### src/rtl/fir_sched_pkg.sv
// Shared types and constants for the FIR sequencer slice.
// Optional tlast checking is enabled with FIR_SCHED_TLAST_CHK_EN.
package fir_pkg;

  typedef enum logic [2:0] {
    IDLE    = 3'd0,
    CLEAR   = 3'd1,
    WAIT_IN = 3'd2,
    MAC     = 3'd3,
    DRAIN   = 3'd4,
    OUT     = 3'd5,
    DONE    = 3'd6
  } state_t;

  localparam int NUM_TAP_DEF = 11;
  localparam int DW_DEF      = 32;
  localparam int AW_DEF      = 4;

  // Bit positions of the AXI-Lite control register
  localparam int CTRL_START_BIT = 0;
  localparam int CTRL_DONE_BIT  = 1;
  localparam int CTRL_IDLE_BIT  = 2;

endpackage

### src/rtl/fir_sched_if.sv
// AXI-Stream input/output handshake bundle between the sequencer and its
// stream neighbours; master is the stream environment, slave is fir_sched.
interface fir_sched_if
  import fir_pkg::*;
#(
  parameter int DW = DW_DEF
);

  logic          ss_tvalid;
  logic [DW-1:0] ss_tdata;
  logic          ss_tlast;
  logic          ss_tready;
  logic          sm_tready;
  logic          sm_tvalid;
  logic [DW-1:0] sm_tdata;
  logic          sm_tlast;

  modport master (
    output ss_tvalid, ss_tdata, ss_tlast, sm_tready,
    input  ss_tready, sm_tvalid, sm_tdata, sm_tlast
  );

  modport slave (
    input  ss_tvalid, ss_tdata, ss_tlast, sm_tready,
    output ss_tready, sm_tvalid, sm_tdata, sm_tlast
  );

endinterface

### src/rtl/fir_sched_addr_gen.sv
// Circular-buffer address generation: write pointer, tap index k and the
// data read address (wr_ptr - k) mod NUM_TAP.
module fir_addr_gen
  import fir_pkg::*;
#(
  parameter int NUM_TAP = NUM_TAP_DEF,
  parameter int AW      = AW_DEF
)(
  input  logic          axis_clk,
  input  logic          axis_rst,
  input  logic          k_clr,
  input  logic          k_inc,
  input  logic          ptr_adv,
  output logic [AW-1:0] wr_ptr,
  output logic [AW-1:0] k,
  output logic [AW-1:0] rd_addr,
  output logic          k_last
);

  localparam logic [AW-1:0] NT_A   = AW'(NUM_TAP);
  localparam logic [AW-1:0] LAST_A = AW'(NUM_TAP - 1);

  logic [AW-1:0] wr_ptr_r;
  logic [AW-1:0] k_r;
  logic [AW-1:0] rd_addr_s;

  assign k_last  = (k_r == LAST_A);
  assign wr_ptr  = wr_ptr_r;
  assign k       = k_r;
  assign rd_addr = rd_addr_s;

  // Pointer and tap index both wrap at NUM_TAP-1
  always_ff @(posedge axis_clk) begin
    if (axis_rst) begin
      wr_ptr_r <= {AW{1'b0}};
      k_r      <= {AW{1'b0}};
    end else begin
      if (k_clr) begin
        k_r <= {AW{1'b0}};
      end else if (k_inc) begin
        k_r <= k_last ? {AW{1'b0}} : k_r + {{(AW-1){1'b0}}, 1'b1};
      end else begin
        k_r <= k_r;
      end
      if (ptr_adv) begin
        wr_ptr_r <= (wr_ptr_r == LAST_A) ? {AW{1'b0}}
                                         : wr_ptr_r + {{(AW-1){1'b0}}, 1'b1};
      end else begin
        wr_ptr_r <= wr_ptr_r;
      end
    end
  end

  // Modulo subtraction; the AW-bit wrap of wr_ptr + NUM_TAP is harmless
  always_comb begin
    if (wr_ptr_r >= k_r) begin
      rd_addr_s = wr_ptr_r - k_r;
    end else begin
      rd_addr_s = wr_ptr_r + NT_A - k_r;
    end
  end

endmodule

### src/rtl/fir_sched.sv
// Sequencer for the single-MAC FIR: ap protocol, SRAM addressing, MAC control
// and stream gating. Define FIR_SCHED_TLAST_CHK_EN to enable err_tlast.
module fir_sched
  import fir_pkg::*;
#(
  parameter int NUM_TAP = NUM_TAP_DEF,
  parameter int DW      = DW_DEF,
  parameter int AW      = AW_DEF
)(
  input  logic          axis_clk,
  input  logic          axis_rst,
  input  logic          ap_start,
  input  logic [31:0]   data_length,
  input  logic          ap_done_clr,
  output logic          ap_idle,
  output logic          ap_done,
  output logic          tap_lock,
  fir_sched_if.slave    axis,
  output logic [AW-1:0] tap_addr,
  output logic [AW-1:0] data_addr,
  output logic          data_we,
  output logic [DW-1:0] data_wdata,
  output logic          mac_clr,
  output logic          mac_en,
  input  logic [DW-1:0] acc_in,
  output logic          err_tlast
);

  state_t        state_r;
  logic [31:0]   len_r;
  logic [31:0]   count_r;
  logic          drain_r;
  logic          ap_idle_r;
  logic          ap_done_r;
  logic          tap_lock_r;
  logic          ss_tready_r;
  logic          sm_tvalid_r;
  logic          sm_tlast_r;
  logic [DW-1:0] sm_tdata_r;
  logic          mac_en_r;
  logic          mac_clr_r;

  logic          hs_in_s;
  logic          hs_out_s;
  logic          is_last_s;
  logic          k_clr_s;
  logic          k_inc_s;
  logic          ptr_adv_s;
  logic          k_last_s;
  logic [AW-1:0] wr_ptr_s;
  logic [AW-1:0] k_s;
  logic [AW-1:0] rd_addr_s;
  logic [AW-1:0] tap_addr_s;
  logic [AW-1:0] data_addr_s;
  logic          data_we_s;
  logic [DW-1:0] data_wdata_s;

  assign hs_in_s   = axis.ss_tvalid & ss_tready_r;
  assign hs_out_s  = axis.sm_tready & sm_tvalid_r;
  assign is_last_s = (count_r == (len_r - 32'd1));

`ifdef FIR_SCHED_TLAST_CHK_EN
  logic err_tlast_r;
  assign err_tlast = err_tlast_r;
`else
  logic unused_tlast_s;
  assign unused_tlast_s = axis.ss_tlast;
  assign err_tlast      = 1'b0;
`endif

  fir_addr_gen #(
    .NUM_TAP (NUM_TAP),
    .AW      (AW)
  ) u_addr_gen (
    .axis_clk (axis_clk),
    .axis_rst (axis_rst),
    .k_clr    (k_clr_s),
    .k_inc    (k_inc_s),
    .ptr_adv  (ptr_adv_s),
    .wr_ptr   (wr_ptr_s),
    .k        (k_s),
    .rd_addr  (rd_addr_s),
    .k_last   (k_last_s)
  );

  // SRAM ports and address-generator steering for the current phase
  always_comb begin
    tap_addr_s   = {AW{1'b0}};
    data_addr_s  = {AW{1'b0}};
    data_we_s    = 1'b0;
    data_wdata_s = {DW{1'b0}};
    k_clr_s      = 1'b0;
    k_inc_s      = 1'b0;
    ptr_adv_s    = 1'b0;
    case (state_r)
      IDLE: begin
        k_clr_s = 1'b1;
      end
      CLEAR: begin
        data_we_s   = 1'b1;
        data_addr_s = k_s;
        k_inc_s     = 1'b1;
      end
      WAIT_IN: begin
        data_addr_s = wr_ptr_s;
        if (hs_in_s) begin
          data_we_s    = 1'b1;
          data_wdata_s = axis.ss_tdata;
        end else begin
          data_we_s    = 1'b0;
        end
      end
      MAC: begin
        tap_addr_s  = k_s;
        data_addr_s = rd_addr_s;
        k_inc_s     = 1'b1;
      end
      DRAIN: begin
        ptr_adv_s = ~drain_r;
      end
      default: begin
        k_clr_s = 1'b0;
      end
    endcase
  end

  // Main sequencer: state, counters and all registered handshake outputs
  always_ff @(posedge axis_clk) begin
    if (axis_rst) begin
      state_r     <= IDLE;
      len_r       <= 32'd0;
      count_r     <= 32'd0;
      drain_r     <= 1'b0;
      ap_idle_r   <= 1'b1;
      ap_done_r   <= 1'b0;
      tap_lock_r  <= 1'b0;
      ss_tready_r <= 1'b0;
      sm_tvalid_r <= 1'b0;
      sm_tlast_r  <= 1'b0;
      sm_tdata_r  <= {DW{1'b0}};
      mac_en_r    <= 1'b0;
      mac_clr_r   <= 1'b0;
`ifdef FIR_SCHED_TLAST_CHK_EN
      err_tlast_r <= 1'b0;
`endif
    end else begin
      // Read data lags the address by one cycle, so MAC strobes lag MAC state
      mac_en_r  <= (state_r == MAC);
      mac_clr_r <= (state_r == MAC) && (k_s == {AW{1'b0}});
      if (ap_done_clr) begin
        ap_done_r <= 1'b0;
      end
      case (state_r)
        IDLE: begin
          if (ap_start && ap_idle_r) begin
            len_r      <= data_length;
            count_r    <= 32'd0;
            ap_done_r  <= 1'b0;
            ap_idle_r  <= 1'b0;
            tap_lock_r <= 1'b1;
            state_r    <= CLEAR;
`ifdef FIR_SCHED_TLAST_CHK_EN
            err_tlast_r <= 1'b0;
`endif
          end
        end
        CLEAR: begin
          if (k_last_s) begin
            if (len_r == 32'd0) begin
              state_r    <= DONE;
              ap_done_r  <= 1'b1;
              ap_idle_r  <= 1'b1;
              tap_lock_r <= 1'b0;
            end else begin
              state_r     <= WAIT_IN;
              ss_tready_r <= 1'b1;
            end
          end
        end
        WAIT_IN: begin
          if (hs_in_s) begin
            ss_tready_r <= 1'b0;
            state_r     <= MAC;
`ifdef FIR_SCHED_TLAST_CHK_EN
            if (axis.ss_tlast != is_last_s) begin
              err_tlast_r <= 1'b1;
            end
`endif
          end
        end
        MAC: begin
          if (k_last_s) begin
            drain_r <= 1'b0;
            state_r <= DRAIN;
          end
        end
        DRAIN: begin
          if (drain_r) begin
            sm_tdata_r  <= acc_in;
            sm_tlast_r  <= is_last_s;
            sm_tvalid_r <= 1'b1;
            state_r     <= OUT;
          end else begin
            drain_r <= 1'b1;
          end
        end
        OUT: begin
          if (hs_out_s) begin
            count_r     <= count_r + 32'd1;
            sm_tvalid_r <= 1'b0;
            sm_tlast_r  <= 1'b0;
            if (is_last_s) begin
              state_r    <= DONE;
              ap_done_r  <= 1'b1;
              ap_idle_r  <= 1'b1;
              tap_lock_r <= 1'b0;
            end else begin
              state_r     <= WAIT_IN;
              ss_tready_r <= 1'b1;
            end
          end
        end
        DONE: begin
          state_r <= IDLE;
        end
        default: begin
          state_r <= IDLE;
        end
      endcase
    end
  end

  assign ap_idle        = ap_idle_r;
  assign ap_done        = ap_done_r;
  assign tap_lock       = tap_lock_r;
  assign axis.ss_tready = ss_tready_r;
  assign axis.sm_tvalid = sm_tvalid_r;
  assign axis.sm_tdata  = sm_tdata_r;
  assign axis.sm_tlast  = sm_tlast_r;
  assign tap_addr       = tap_addr_s;
  assign data_addr      = data_addr_s;
  assign data_we        = data_we_s;
  assign data_wdata     = data_wdata_s;
  assign mac_clr        = mac_clr_r;
  assign mac_en         = mac_en_r;

endmodule

### src/flat_wrapper.sv
// flat-port wrapper written by rule: the top's interface ports become plain ports
module fir_sched_flat import fir_pkg::*;
#(
  parameter int NUM_TAP = NUM_TAP_DEF,
  parameter int DW      = DW_DEF,
  parameter int AW      = AW_DEF
)
  (axis_clk, axis_rst, ap_start, data_length, ap_done_clr, ap_idle, ap_done, tap_lock, tap_addr, data_addr, data_we, data_wdata, mac_clr, mac_en, acc_in, err_tlast, axis_ss_tvalid, axis_ss_tdata, axis_ss_tlast, axis_sm_tready, axis_ss_tready, axis_sm_tvalid, axis_sm_tdata, axis_sm_tlast);
  fir_sched_if #(.DW(DW)) axis_i ();
  input  logic axis_clk;
  input  logic axis_rst;
  input  logic ap_start;
  input  logic [31:0] data_length;
  input  logic ap_done_clr;
  output logic ap_idle;
  output logic ap_done;
  output logic tap_lock;
  output logic [AW-1:0] tap_addr;
  output logic [AW-1:0] data_addr;
  output logic data_we;
  output logic [DW-1:0] data_wdata;
  output logic mac_clr;
  output logic mac_en;
  input  logic [DW-1:0] acc_in;
  output logic err_tlast;
  input wire logic [$bits(axis_i.ss_tvalid)-1:0] axis_ss_tvalid;
  input wire logic [$bits(axis_i.ss_tdata)-1:0] axis_ss_tdata;
  input wire logic [$bits(axis_i.ss_tlast)-1:0] axis_ss_tlast;
  input wire logic [$bits(axis_i.sm_tready)-1:0] axis_sm_tready;
  output wire logic [$bits(axis_i.ss_tready)-1:0] axis_ss_tready;
  output wire logic [$bits(axis_i.sm_tvalid)-1:0] axis_sm_tvalid;
  output wire logic [$bits(axis_i.sm_tdata)-1:0] axis_sm_tdata;
  output wire logic [$bits(axis_i.sm_tlast)-1:0] axis_sm_tlast;
  assign axis_i.ss_tvalid = axis_ss_tvalid;
  assign axis_i.ss_tdata = axis_ss_tdata;
  assign axis_i.ss_tlast = axis_ss_tlast;
  assign axis_i.sm_tready = axis_sm_tready;
  assign axis_ss_tready = axis_i.ss_tready;
  assign axis_sm_tvalid = axis_i.sm_tvalid;
  assign axis_sm_tdata = axis_i.sm_tdata;
  assign axis_sm_tlast = axis_i.sm_tlast;
  fir_sched #(.NUM_TAP(NUM_TAP), .DW(DW), .AW(AW)) u_core (.axis_clk(axis_clk), .axis_rst(axis_rst), .ap_start(ap_start), .data_length(data_length), .ap_done_clr(ap_done_clr), .ap_idle(ap_idle), .ap_done(ap_done), .tap_lock(tap_lock), .axis(axis_i), .tap_addr(tap_addr), .data_addr(data_addr), .data_we(data_we), .data_wdata(data_wdata), .mac_clr(mac_clr), .mac_en(mac_en), .acc_in(acc_in), .err_tlast(err_tlast));
endmodule
### config.mk
export PLATFORM = sky130hd
export DESIGN_NAME = fir_sched_flat
export DESIGN_NICKNAME = d
export VERILOG_FILES = /design/src/rtl/fir_sched_pkg.sv /design/src/rtl/fir_sched_if.sv /design/src/rtl/fir_sched_addr_gen.sv /design/src/rtl/fir_sched.sv /design/src/flat_wrapper.sv
export SDC_FILE = /design/constraint.sdc
export NUM_CORES = 1
export LEC_CHECK = 0
export BUFFER_PORTS_ARGS = -buffer_cell sky130_fd_sc_hd__buf_2
export CORE_MARGIN = 3
export CORE_UTILIZATION = 53
export DETAILED_ROUTE_END_ITERATION = 6
export PLACE_DENSITY = 0.81
export RECOVER_POWER = 100
export SYNTH_ARGS = -nofsm -noshare
export SYNTH_HDL_FRONTEND = slang
export SYNTH_SLANG_ARGS = --single-unit
### constraint.sdc
create_clock -name axis_clk -period 3.6 [get_ports axis_clk]
set_input_delay 0.54 -clock axis_clk [delete_from_list [all_inputs] [get_ports axis_clk]]
set_output_delay 0.54 -clock axis_clk [all_outputs]
set_load 0.01 [all_outputs]
* Word-level counts from Yosys, hierarchy flattened
Cells that the tools add are included.
** Storage, ports and cells
- Bits in registers :: 116
- Bits of input ports :: 103
- Output and inout bits :: 82
- Word-level logic and storage cells :: 120
** Operators by class
- $add $sub $neg :: 7
- Order comparisons :: 1
- Equal/unequal tests :: 18
- Muxes and demuxes :: 56
- Bitwise gates (word level) :: 3
- Reduce and logical (&&, ||, !) cells :: 20
** Operators by type and width (number)
- two-way mux 32 bit :: 4
- case mux 32 bit (2 select lines) :: 1
- adder 32 x 1 -> 32 bit, second input constant :: 1
- equality test 32 bit :: 1
- zero test 32 bit :: 1
- subtractor 32 x 1 -> 32 bit, second input constant :: 1
- two-way mux 1 bit :: 29
- two-way mux 3 bit :: 8
- case mux 3 bit (6 select lines) :: 1
- AND reduction 6 bit :: 3
- two-way mux 4 bit :: 4
- != test 2 x 1 -> 1 bit, second input constant :: 6
- case mux 1 bit (3 select lines) :: 4
- case mux 4 bit (3 select lines) :: 1
- adder 4 x 1 -> 4 bit, second input constant :: 2
- equality test 4 bit, second input constant :: 2
- != test 2 bit, second input constant :: 4
- case mux 1 bit (2 select lines) :: 4
- subtractor 4 bit :: 2
- equality test 3 x 2 -> 1 bit, second input constant :: 2
- equality test 3 bit, second input constant :: 2
- AND reduction 2 bit :: 3
- AND reduction 3 bit :: 2
- nonzero test 2 bit :: 3
- other kinds (10) :: 14

* Logic depth before layout (Yosys ltp)
Gate-level depths: netlist (run 1).
- Word-level depth :: 5
- Gate-level depth with buffers :: 12
- Depth with buffers taken out :: 12

* Modules after synthesis
From an unflattened synthesis (run 1), not the netlist that was laid out.
** Second synthesis, totals
- Cell total of the unflattened synthesis :: 832
- Area total of the unflattened synthesis :: 6371.1 um^2
** Modules (own cells, without submodules)
- fir_sched :: instances 1, cells each 750, area an instance 5696.7 um^2
- fir_addr_gen :: instances 1, cells each 82, area an instance 674.4 um^2

* Least setup slack after synthesis (run 1)
No wires, ideal clock.
- Path type :: reg-to-output
- From :: register u_core.u_addr_gen.k_r[0], in the netlist u_core.u_addr_gen.k[0]
- To :: output port data_addr[3]
- Data arrival time :: 2.538 ns
- Required time :: 3.060 ns
- Path slack :: 0.522 ns
- Stages on the path, launching flop included :: 12
- Path through :: dfxtp_1 -> ha_1 -> inv_1 -> fa_1 -> a21o_1 -> a21o_1 -> a21oi_1 -> mux2i_1 -> xor2_1 -> mux2_2 -> a22oi_1 -> nor2_1
** On the way
- Cells in the longest elaborated chain, start to end :: 3
- Elaborated cells between the ends (all ways) :: 5
- Classes of those cells :: add/sub (2); order compare (1); mux (2)
** RTL lines
- from (decl) :: line fir_sched_addr_gen.sv:24 : logic [AW-1:0] k_r;
- from (signal assigned) :: line fir_sched_addr_gen.sv:36 : k_r <= {AW{1'b0}};
- from (signal assigned) :: line fir_sched_addr_gen.sv:39 : k_r <= {AW{1'b0}};
- from (signal assigned) :: line fir_sched_addr_gen.sv:41 : k_r <= k_last ? {AW{1'b0}} : k_r + {{(AW-1){1'b0}}, 1'b1};
- subtractor 4 bit, or another cell as far along :: line fir_sched_addr_gen.sv:59 : rd_addr_s = wr_ptr_r + NT_A - k_r;
- two-way mux 4 bit * :: line fir_sched_addr_gen.sv:56 : if (wr_ptr_r >= k_r) begin
- case mux 4 bit (3 select lines) * :: line fir_sched.sv:95 : case (state_r)
- to (decl) :: line flat_wrapper.sv:19 : output logic [AW-1:0] data_addr;
Mark *: on every way between the ends. The rest lies on a longest branch, timed or not.

* Worst setup path in the final report (run 1)
- From :: register u_core.u_addr_gen.wr_ptr_r[0], in the netlist u_core.u_addr_gen.wr_ptr[0]
- To :: output port data_addr[3]
** On the way
- Cells in the longest elaborated chain, start to end :: 4
- Elaborated cells between the ends (all ways) :: 6
- Classes of those cells :: add/sub (3); order compare (1); mux (2)
** RTL lines
- from (decl) :: line fir_sched_addr_gen.sv:23 : logic [AW-1:0] wr_ptr_r;
- from (signal assigned) :: line fir_sched_addr_gen.sv:35 : wr_ptr_r <= {AW{1'b0}};
- from (signal assigned) :: line fir_sched_addr_gen.sv:46 : wr_ptr_r <= (wr_ptr_r == LAST_A) ? {AW{1'b0}}
- from (signal assigned) :: line fir_sched_addr_gen.sv:49 : wr_ptr_r <= wr_ptr_r;
- adder 4 bit :: line fir_sched_addr_gen.sv:59
- subtractor 4 bit :: line fir_sched_addr_gen.sv:59
- two-way mux 4 bit * :: line fir_sched_addr_gen.sv:56
- case mux 4 bit (3 select lines) * :: line fir_sched.sv:95
Marks and branches as above.

==> metrics.md, run 1 <==
| Metric | Value |
|---|---|
| Startpoint Class | `flip-flop` |
| Most frequent cells in the layout | `nand2_1 (168), dfxtp_1 (112), buf_2 (111)` |
| CTS buffer count | `17` |
| DR WL/cell | `15.3 um` |
| WP data required | `3060 ps` |
| TNS Setup | `0 ps` |
| # hold bufs at CTS | `0` |
| Pre-antenna DRT Iters | `5` |
| Post-CTS Setup Bufs | `0` |
| Clock buffer depth | `2` |
| Sw Ratio | `0.345` |
| Failing checks | `max-capacitance violations, max-slew violations` |
| Status | `complete, but fails checks` |
| Combinational power share | `0.302` |
| Final instance area | `7920 um2` |
| Placed Instance Area | `7450 um2` |
| Critical path type | `flip-flop to output pin` |
| Final-report max-slew violation count | `64` |
| # DRC | `0` |
| First-pass GRT wire length | `29,200 um` |
| CTS tree | `built` |
| Later-pin clock latency in the skew report | `410 ps` |
| RSZ-0062 raised after global routing | `false` |
| PnR worst setup slack | `114 ps` |
| Hold Path Class | `primary input to flip-flop` |
| Drt total wl | `17,800 um` |
| Setup WS pre-CTS | `406 ps` |
| # diodes | `0` |
| Seq/Total Area, Yosys | `0.360` |
| Reg2reg start | `u_core.state_r[0]$_SDFFE_PP0P_` |
| Leakage power figure | `3.05 nW` |
| Sw power | `0.00159 W` |
| Clk sinks | `116` |
| Grt total ovfl | `0` |
| Num rows | `39` |
| Slew HR | `-0.246` |
| Prevailing post-synth register cell | `dfxtp_1` |
| Fraction of registers with async set/reset | `0` |
| Clock root cell | `clkbuf_16` |
| Top cell type's share of synthesized area | `0.360` |
| Fmax | `287 MHz` |
| Die width | `116 um` |
| Via count | `6,482` |
| R2R setup slack | `350 ps` |
| Worst Hold Launch | `acc_in[29]` |
| Cell area after synthesis | `6450 um2` |
| Synth warnings | `0` |
| Largest net degree at the start of global routing | `72` |
| Clock Power Share | `0.367` |
| Commonest non-fill, non-tap cell in the layout | `nand2_1` |
| Count of input and output buffers | `182` |
| Initial antenna violation count | `0` |
| CP max FO | `8` |
| Ratio of cells with drive above 1 in the final layout | `0.173` |
| Critical Path AT | `2950 ps` |
| Seq pwr share | `0.331` |
| R2R depth | `5` |
| Worst Setup End Kind | `output pin` |
| Clock slew at reported path FFs | `60 ps` |
| Max_cap viols | `2` |
| Io pins | `185` |
| Final setup viols | `0` |
| H-tree depth | `4` |
| Cell internal pwr | `0.00303 W` |
| Post-DRT Antenna Nets | `0` |
| Peak VDD IR | `416 uV` |
| Largest area contributor in the netlist | `dfxtp_1` |
| Synth Area per Inst | `7.63 um2` |
| DIE AREA | `13,500 um2` |
| Net total in the final layout | `1,126` |
| Die Height | `116 um` |
| Iteration-0 DRC Markers | `461` |
| Mapped Nets | `961` |
| Synth Instances | `846` |
| Vias/cell | `5.55` |
| HPWL after DPL | `12,800 um` |
| RePlAce Congestion | `0.935` |
| Initial Utilization | `0.553` |
| Syn-to-layout area delta | `22.8%` |
| Flops & latches, synth | `116` |
| Least-Margin Pin Slew | `1870 ps` |
| Final hold violations | `0` |
| PwrDens | `583 nW/um2` |
| Post-synth EDFFs | `0` |
| FF-to-FF End | `u_core.count_r[7]$_SDFFE_PP0P_` |
| Synth top area cells | `dfxtp_1 (36%), nand2_1 (9.8%), a21oi_1 (7.6%), xnor2_1 (4.7%), xor2_1 (4.7%)` |
| Minimum clock period after layout | `3490 ps` |
| Hold path depth | `3` |
| Hold EP | `u_core.axis.sm_tdata[29]$_SDFFE_PP0P_` |
| Synth unique cells | `61` |
| Clock skew | `4.15 ps` |
| Core Region | `11,700 um2` |
| Vias in the first global route | `6,108` |
| Total track usage | `0.269` |
| Final Cycle Share | `0.968` |
flip-flops by register name (all words and copies together) (netlist names):
| name | cells |
|---|---|
| u_core.axis.ss_tready | 1 |
| u_core.count_r | 32 |
| u_core.state_r | 3 |
| u_core.tap_lock | 1 |
| u_core.mac_clr | 1 |
| u_core.mac_en | 1 |
| u_core.ap_done | 1 |
| u_core.u_addr_gen.wr_ptr | 4 |
| u_core.axis.sm_tdata | 32 |
| u_core.axis.sm_tlast | 1 |
| u_core.len_r | 32 |
| u_core.drain_r | 1 |
| u_core.u_addr_gen.k | 4 |
| u_core.ap_idle | 1 |
| u_core.axis.sm_tvalid | 1 |
critical path: stages (launching register included):
cell	delay (ps)
dfxtp_2	360
inv_2	80
ha_1	150
inv_1	70
fa_2	360
a21o_1	170
a21o_1	190
a21oi_2	170
mux2i_1	260
xor2_1	90
mux2_2	270
a22oi_1	180
nor2_1	60
clkbuf_2	130
worst max-delay path by stage:
stage	from	end	slack, ps
after global routing	u_core.u_addr_gen.wr_ptr[0]$_SDFFE_PP0P_	data_addr[0]	20
final	u_core.u_addr_gen.wr_ptr[0]$_SDFFE_PP0P_	data_addr[3]	110
after CTS	u_core.u_addr_gen.wr_ptr[0]$_SDFFE_PP0P_	data_addr[3]	20
after detailed placement	u_core.u_addr_gen.k[0]$_SDFFE_PP0P_	data_addr[3]	410
after floorplan	u_core.u_addr_gen.k[0]$_SDFFE_PP0P_	data_addr[3]	520
after global placement	u_core.u_addr_gen.k[0]$_SDFFE_PP0P_	data_addr[3]	490
routing by layer:
layer | GRT usage | wire length [um]
met2 | 0.450 | 8810
met3 | 0.0731 | 1140
met1 | 0.338 | 7550
met5 | 0 | 0
met4 | 0.0851 | 302
metrics by stage:
step	cells	utilization	power [W]	hold slack [ps]
after detailed placement	1135	0.638	0.00295	443
after CTS	1167	0.690	0.00465	347
after floorplan	846	-	0.00259	457
after global placement	1135	0.638	0.00293	438
after global routing	1167	0.679	0.00487	353
final	1167	0.679	0.00462	359
cells by family after synthesis:
family	count (synthesis)	share of synthesized area
compound gates	165	0.147
xor+xnor	70	0.0950
fa+ha+maj	12	0.0268
buf+inv	69	0.0465
flops	116	0.360
mux	10	0.0161
other cells	1	0.000581
simple gates	403	0.308
synthesized netlist by cell type (all sizes together) (6+ instances only):
| cell type | count |
|---|---|
| nand3b | 6 |
| clkbuf | 40 |
| mux2i | 7 |
| or4 | 6 |
| xnor2 | 35 |
| and3 | 8 |
| or3 | 12 |
| a31oi | 8 |
| a21oi | 98 |
| dfxtp | 116 |
| inv | 17 |
| nor2 | 72 |
| nand2 | 168 |
| xor2 | 35 |
| buf | 11 |
| nand3 | 19 |
| and2 | 35 |
| ha | 9 |
| nor4 | 15 |
| o21ai | 23 |
| nor3 | 26 |
| nand4 | 14 |
timing repair:
item	4_1_cts	5_1_grt
cloned	0	0
pin swaps	0	1
endpoints found under the setup margin	1	2
gates resized for setup	2	7
power groups by stage:
stage	clock, W	combinational (W)	sequential [W]
final	0.00169	0.00140	0.00153
after global routing	0.00178	0.00155	0.00155
after CTS	0.00171	0.00142	0.00153
after detailed placement	0	0.00140	0.00155
after global placement	0	0.00138	0.00155
after floorplan	0	0.00110	0.00149
layout make-up:
| cell class | count | area, um2 |
|---|---|---|
| multi-input combinational | 661 | 3820 |
| sequential | 116 | 2330 |
| clock inverter | 12 | 156 |
| timing repair buffer | 198 | 935 |
| inverter | 17 | 63.8 |
| fill | 1017 | 3740 |
| tap | 143 | 179 |
| clock buffer | 20 | 437 |
Note: power is estimated with default switching activity, not from simulation.
==> run 2: changes to the inputs <==
--- a/config.mk
+++ b/config.mk
@@ -7,9 +7,10 @@
 export LEC_CHECK = 0
 export BUFFER_PORTS_ARGS = -buffer_cell sky130_fd_sc_hd__buf_2
 export CORE_MARGIN = 3
-export CORE_UTILIZATION = 53
+export CORE_UTILIZATION = 54
+export CTS_BUF_LIST = sky130_fd_sc_hd__clkbuf_2
 export DETAILED_ROUTE_END_ITERATION = 6
-export PLACE_DENSITY = 0.81
+export PLACE_DENSITY = 0.83
 export RECOVER_POWER = 100
 export SYNTH_ARGS = -nofsm -noshare
 export SYNTH_HDL_FRONTEND = slang
==> metrics.md, run 2 (synthesized netlist as in run 1, its figures left out) <==
| Metric | Value |
|---|---|
| Crit-path cells | `inv_4, ha_4, inv_2, fa_2, a21o_1, a21o_1, a21oi_2, mux2i_1, xor2_1, mux2_4, a22oi_2, nor2_1, buf_2` |
| Largest net degree at the start of global routing | `54 (-25%)` |
| Initial Utilization | `0.558 (+0.00467)` |
| R2R depth | `9 (+4)` |
| # DRC | `0 (unchanged)` |
| Reg area | `2340 um2 (+0.38%)` |
| Hold path depth | `3 (unchanged)` |
| Iteration-0 DRC Markers | `430 (-6.7%)` |
| CTS tree | `built` |
| Clock skew | `27.6 ps (+23.4 ps)` |
| Worst setup startpoint | `u_core.u_addr_gen.wr_ptr[0]$_SDFFE_PP0P_` |
| Clock buffer depth | `2 (unchanged)` |
| Worst Setup End Kind | `output pin` |
| Grt total ovfl | `0 (unchanged)` |
| Failing checks | `max-capacitance violations, max-slew violations, negative setup slack` |
| # fillers | `1,035 (+1.8%)` |
| Status | `complete, but fails checks` |
| Most frequent cells in the layout | `nand2_1 (168), buf_2 (119), dfxtp_1 (111)` |
| Final-report max-slew violation count | `31 (-52%)` |
| Max_cap viols | `1 (-1)` |
| Io pins | `185 (unchanged)` |
| Minimum clock period after layout | `3670 ps (+181 ps)` |
| M1 WL | `7220 um (-4.4%)` |
| Final setup viols | `1 (+1)` |
| RSZ-0062 raised after global routing | `true` |
| Die Height | `115 um (-0.89%)` |
| Most Frequent Cell on Critical Path | `a21o_1` |
| Later-pin clock latency in the skew report | `690 ps (+280 ps)` |
| Clock slew at reported path FFs | `190 ps (+130 ps)` |
| Die width | `115 um (-0.89%)` |
| Num rows | `39 (unchanged)` |
| HPWL after DPL | `12,700 um (-0.83%)` |
| Slew HR | `-0.141 (+0.105)` |
| Least-Margin Pin Slew | `1710 ps (-158 ps)` |
| Via count | `6,504 (+0.34%)` |
| Total track usage | `0.264 (-0.00514)` |
| Setup crit end | `data_addr[3]` |
| Slowest stage delay, CP | `390 ps (+30 ps)` |
| Final hold violations | `0 (unchanged)` |
| R2R setup slack | `340 ps (about the same)` |
| Vias in the first global route | `6,116 (+0.13%)` |
| PnR worst setup slack | `-67.0 ps (-181 ps)` |
| Clock root cell | `clkbuf_2` |
| Reg2reg start | `u_core.len_r[0]$_SDFFE_PP0P_` |
| DIE AREA | `13,300 um2 (-1.8%)` |
| DR WL met2 | `8420 um (-4.4%)` |
| PwrDens | `478 nW/um2 (-18%)` |
| Hold Path Class | `primary input to flip-flop` |
| First-pass GRT wire length | `28,400 um (-2.6%)` |
| Fmax | `273 MHz (-4.9%)` |
| CTS buffer count | `17 (unchanged)` |
| DR WL/cell | `14.8 um (-3.2%)` |
| Clk sinks | `116 (unchanged)` |
| Syn-to-layout area delta | `19.1%` |
| Drt total wl | `17,300 um (-2.6%)` |
| Leakage power figure | `2.96 nW (-2.9%)` |
| Final Cycle Share | `1.02 (+0.0502)` |
| Slowest CP cell | `dfxtp_4` |
| Startpoint Class | `flip-flop` |
| Count of input and output buffers | `182 (unchanged)` |
| TNS Setup | `-67.0 ps (-67.0 ps)` |
| Net total in the final layout | `1,134 (+0.71%)` |
| Core Region | `11,600 um2 (-0.84%)` |
| Ratio of cells with drive above 1 in the final layout | `0.193 (+0.0202)` |
| FF-to-FF End | `u_core.state_r[2]$_SDFFE_PP0P_` |
| CP max FO | `3 (-5)` |
| Vias/cell | `5.54 (-0.26%)` |
| Met3 wire length | `1160 um (+1.7%)` |
| Util after Layout | `0.664 (-0.0150)` |
| Commonest non-fill, non-tap cell in the layout | `nand2_1` |
| H-tree depth | `4 (unchanged)` |
| # diodes | `0 (unchanged)` |
| Critical path type | `flip-flop to output pin` |
| Post-DRT Antenna Nets | `0 (unchanged)` |
| Peak VDD IR | `296 uV (-29%)` |
| RePlAce Congestion | `0.941 (+0.65%)` |
| Critical Path AT | `3130 ps (+180 ps)` |
| Pre-antenna DRT Iters | `5 (unchanged)` |
| Top layer in use | `met4` |
| Initial antenna violation count | `0 (unchanged)` |
| WP data required | `3060 ps (about the same)` |
| Area occupied by multi-input gates | `3880 um2 (+1.5%)` |
==> run 2: cell types whose count changed in the layout (fill, tap and decap cells not counted), sizes merged <==
cell,delta
clkinvlp,+3
dlygate4sd3,+4
bufinv,-2
buf,+16
clkbuf,-14
==> run 2: timing repair <==
item,CTS,global route
buffers inserted,5,0
hold buffers,1,3
hold endpoints to repair,1,3
pin swaps,7,3
gates resized for setup,21,0
endpoints found under the setup margin,4,3
==> run 2: final cells by class <==
class                      count  share of cell area
tap                          143              0.0233
clock buffer                  18              0.0117
clock inverter                13              0.0147
inverter                      17             0.00863
sequential                   116               0.304
multi-input combinational    661               0.505
timing repair buffer         206               0.132
==> run 2: per-stage QoR <==
step                hold slack (ps)  instance area, um2  instances  power, W  setup WS, ps
finish                         55.8                7680       1174   0.00367         -67.0
global route                   1.07                7680       1174   0.00392          -178
CTS                          0.0324                7750       1171   0.00368         -35.1
detailed placement              443                7430       1134   0.00292           441
global placement                438                7430       1134   0.00290           475
floorplan                       457                6450        846   0.00259           522
==> run 2: critical path, delay by kind of cell, from the launching register on <==
kind                     cells  cell delay (ps)
AO/OA/AOI/OAI                4              690
multiplexers                 2              510
adder cells (fa/ha/maj)      2              460
flip-flops                   1              390
buffers and inverters        3              240
XOR/XNOR                     1               90
AND/OR/NAND/NOR              1               60
==> run 2: how the worst min path moves through the flow <==
stage                                     startpoint                                     to
5_1_grt                                   acc_in[24]  u_core.axis.sm_tdata[24]$_SDFFE_PP0P_
3_3_place_gp   u_core.axis.sm_tdata[22]$_SDFFE_PP0P_  u_core.axis.sm_tdata[22]$_SDFFE_PP0P_
3_5_place_dp   u_core.axis.sm_tdata[27]$_SDFFE_PP0P_  u_core.axis.sm_tdata[27]$_SDFFE_PP0P_
4_1_cts                                   acc_in[24]  u_core.axis.sm_tdata[24]$_SDFFE_PP0P_
2_1_floorplan          u_core.len_r[25]$_SDFFE_PP0P_          u_core.len_r[25]$_SDFFE_PP0P_
6_report                                   acc_in[7]   u_core.axis.sm_tdata[7]$_SDFFE_PP0P_
==> run 2: per-layer routing <==
metal | vias up | global-route usage
li1 | 3245 | -
met1 | 2967 | 0.322
met2 | 236 | 0.434
met3 | 56 | 0.0700
met4 | 0 | 0.123
met5 | - | 0
==> run 2: where the power goes <==
group | total, W | internal, W | switching (W)
Sequential | 0.00154 | 0.00138 | 0.000159
Clock | 0.000758 | 0.000244 | 0.000514
Combinational | 0.00138 | 0.000573 | 0.000804
Total | 0.00367 | 0.00219 | 0.00148
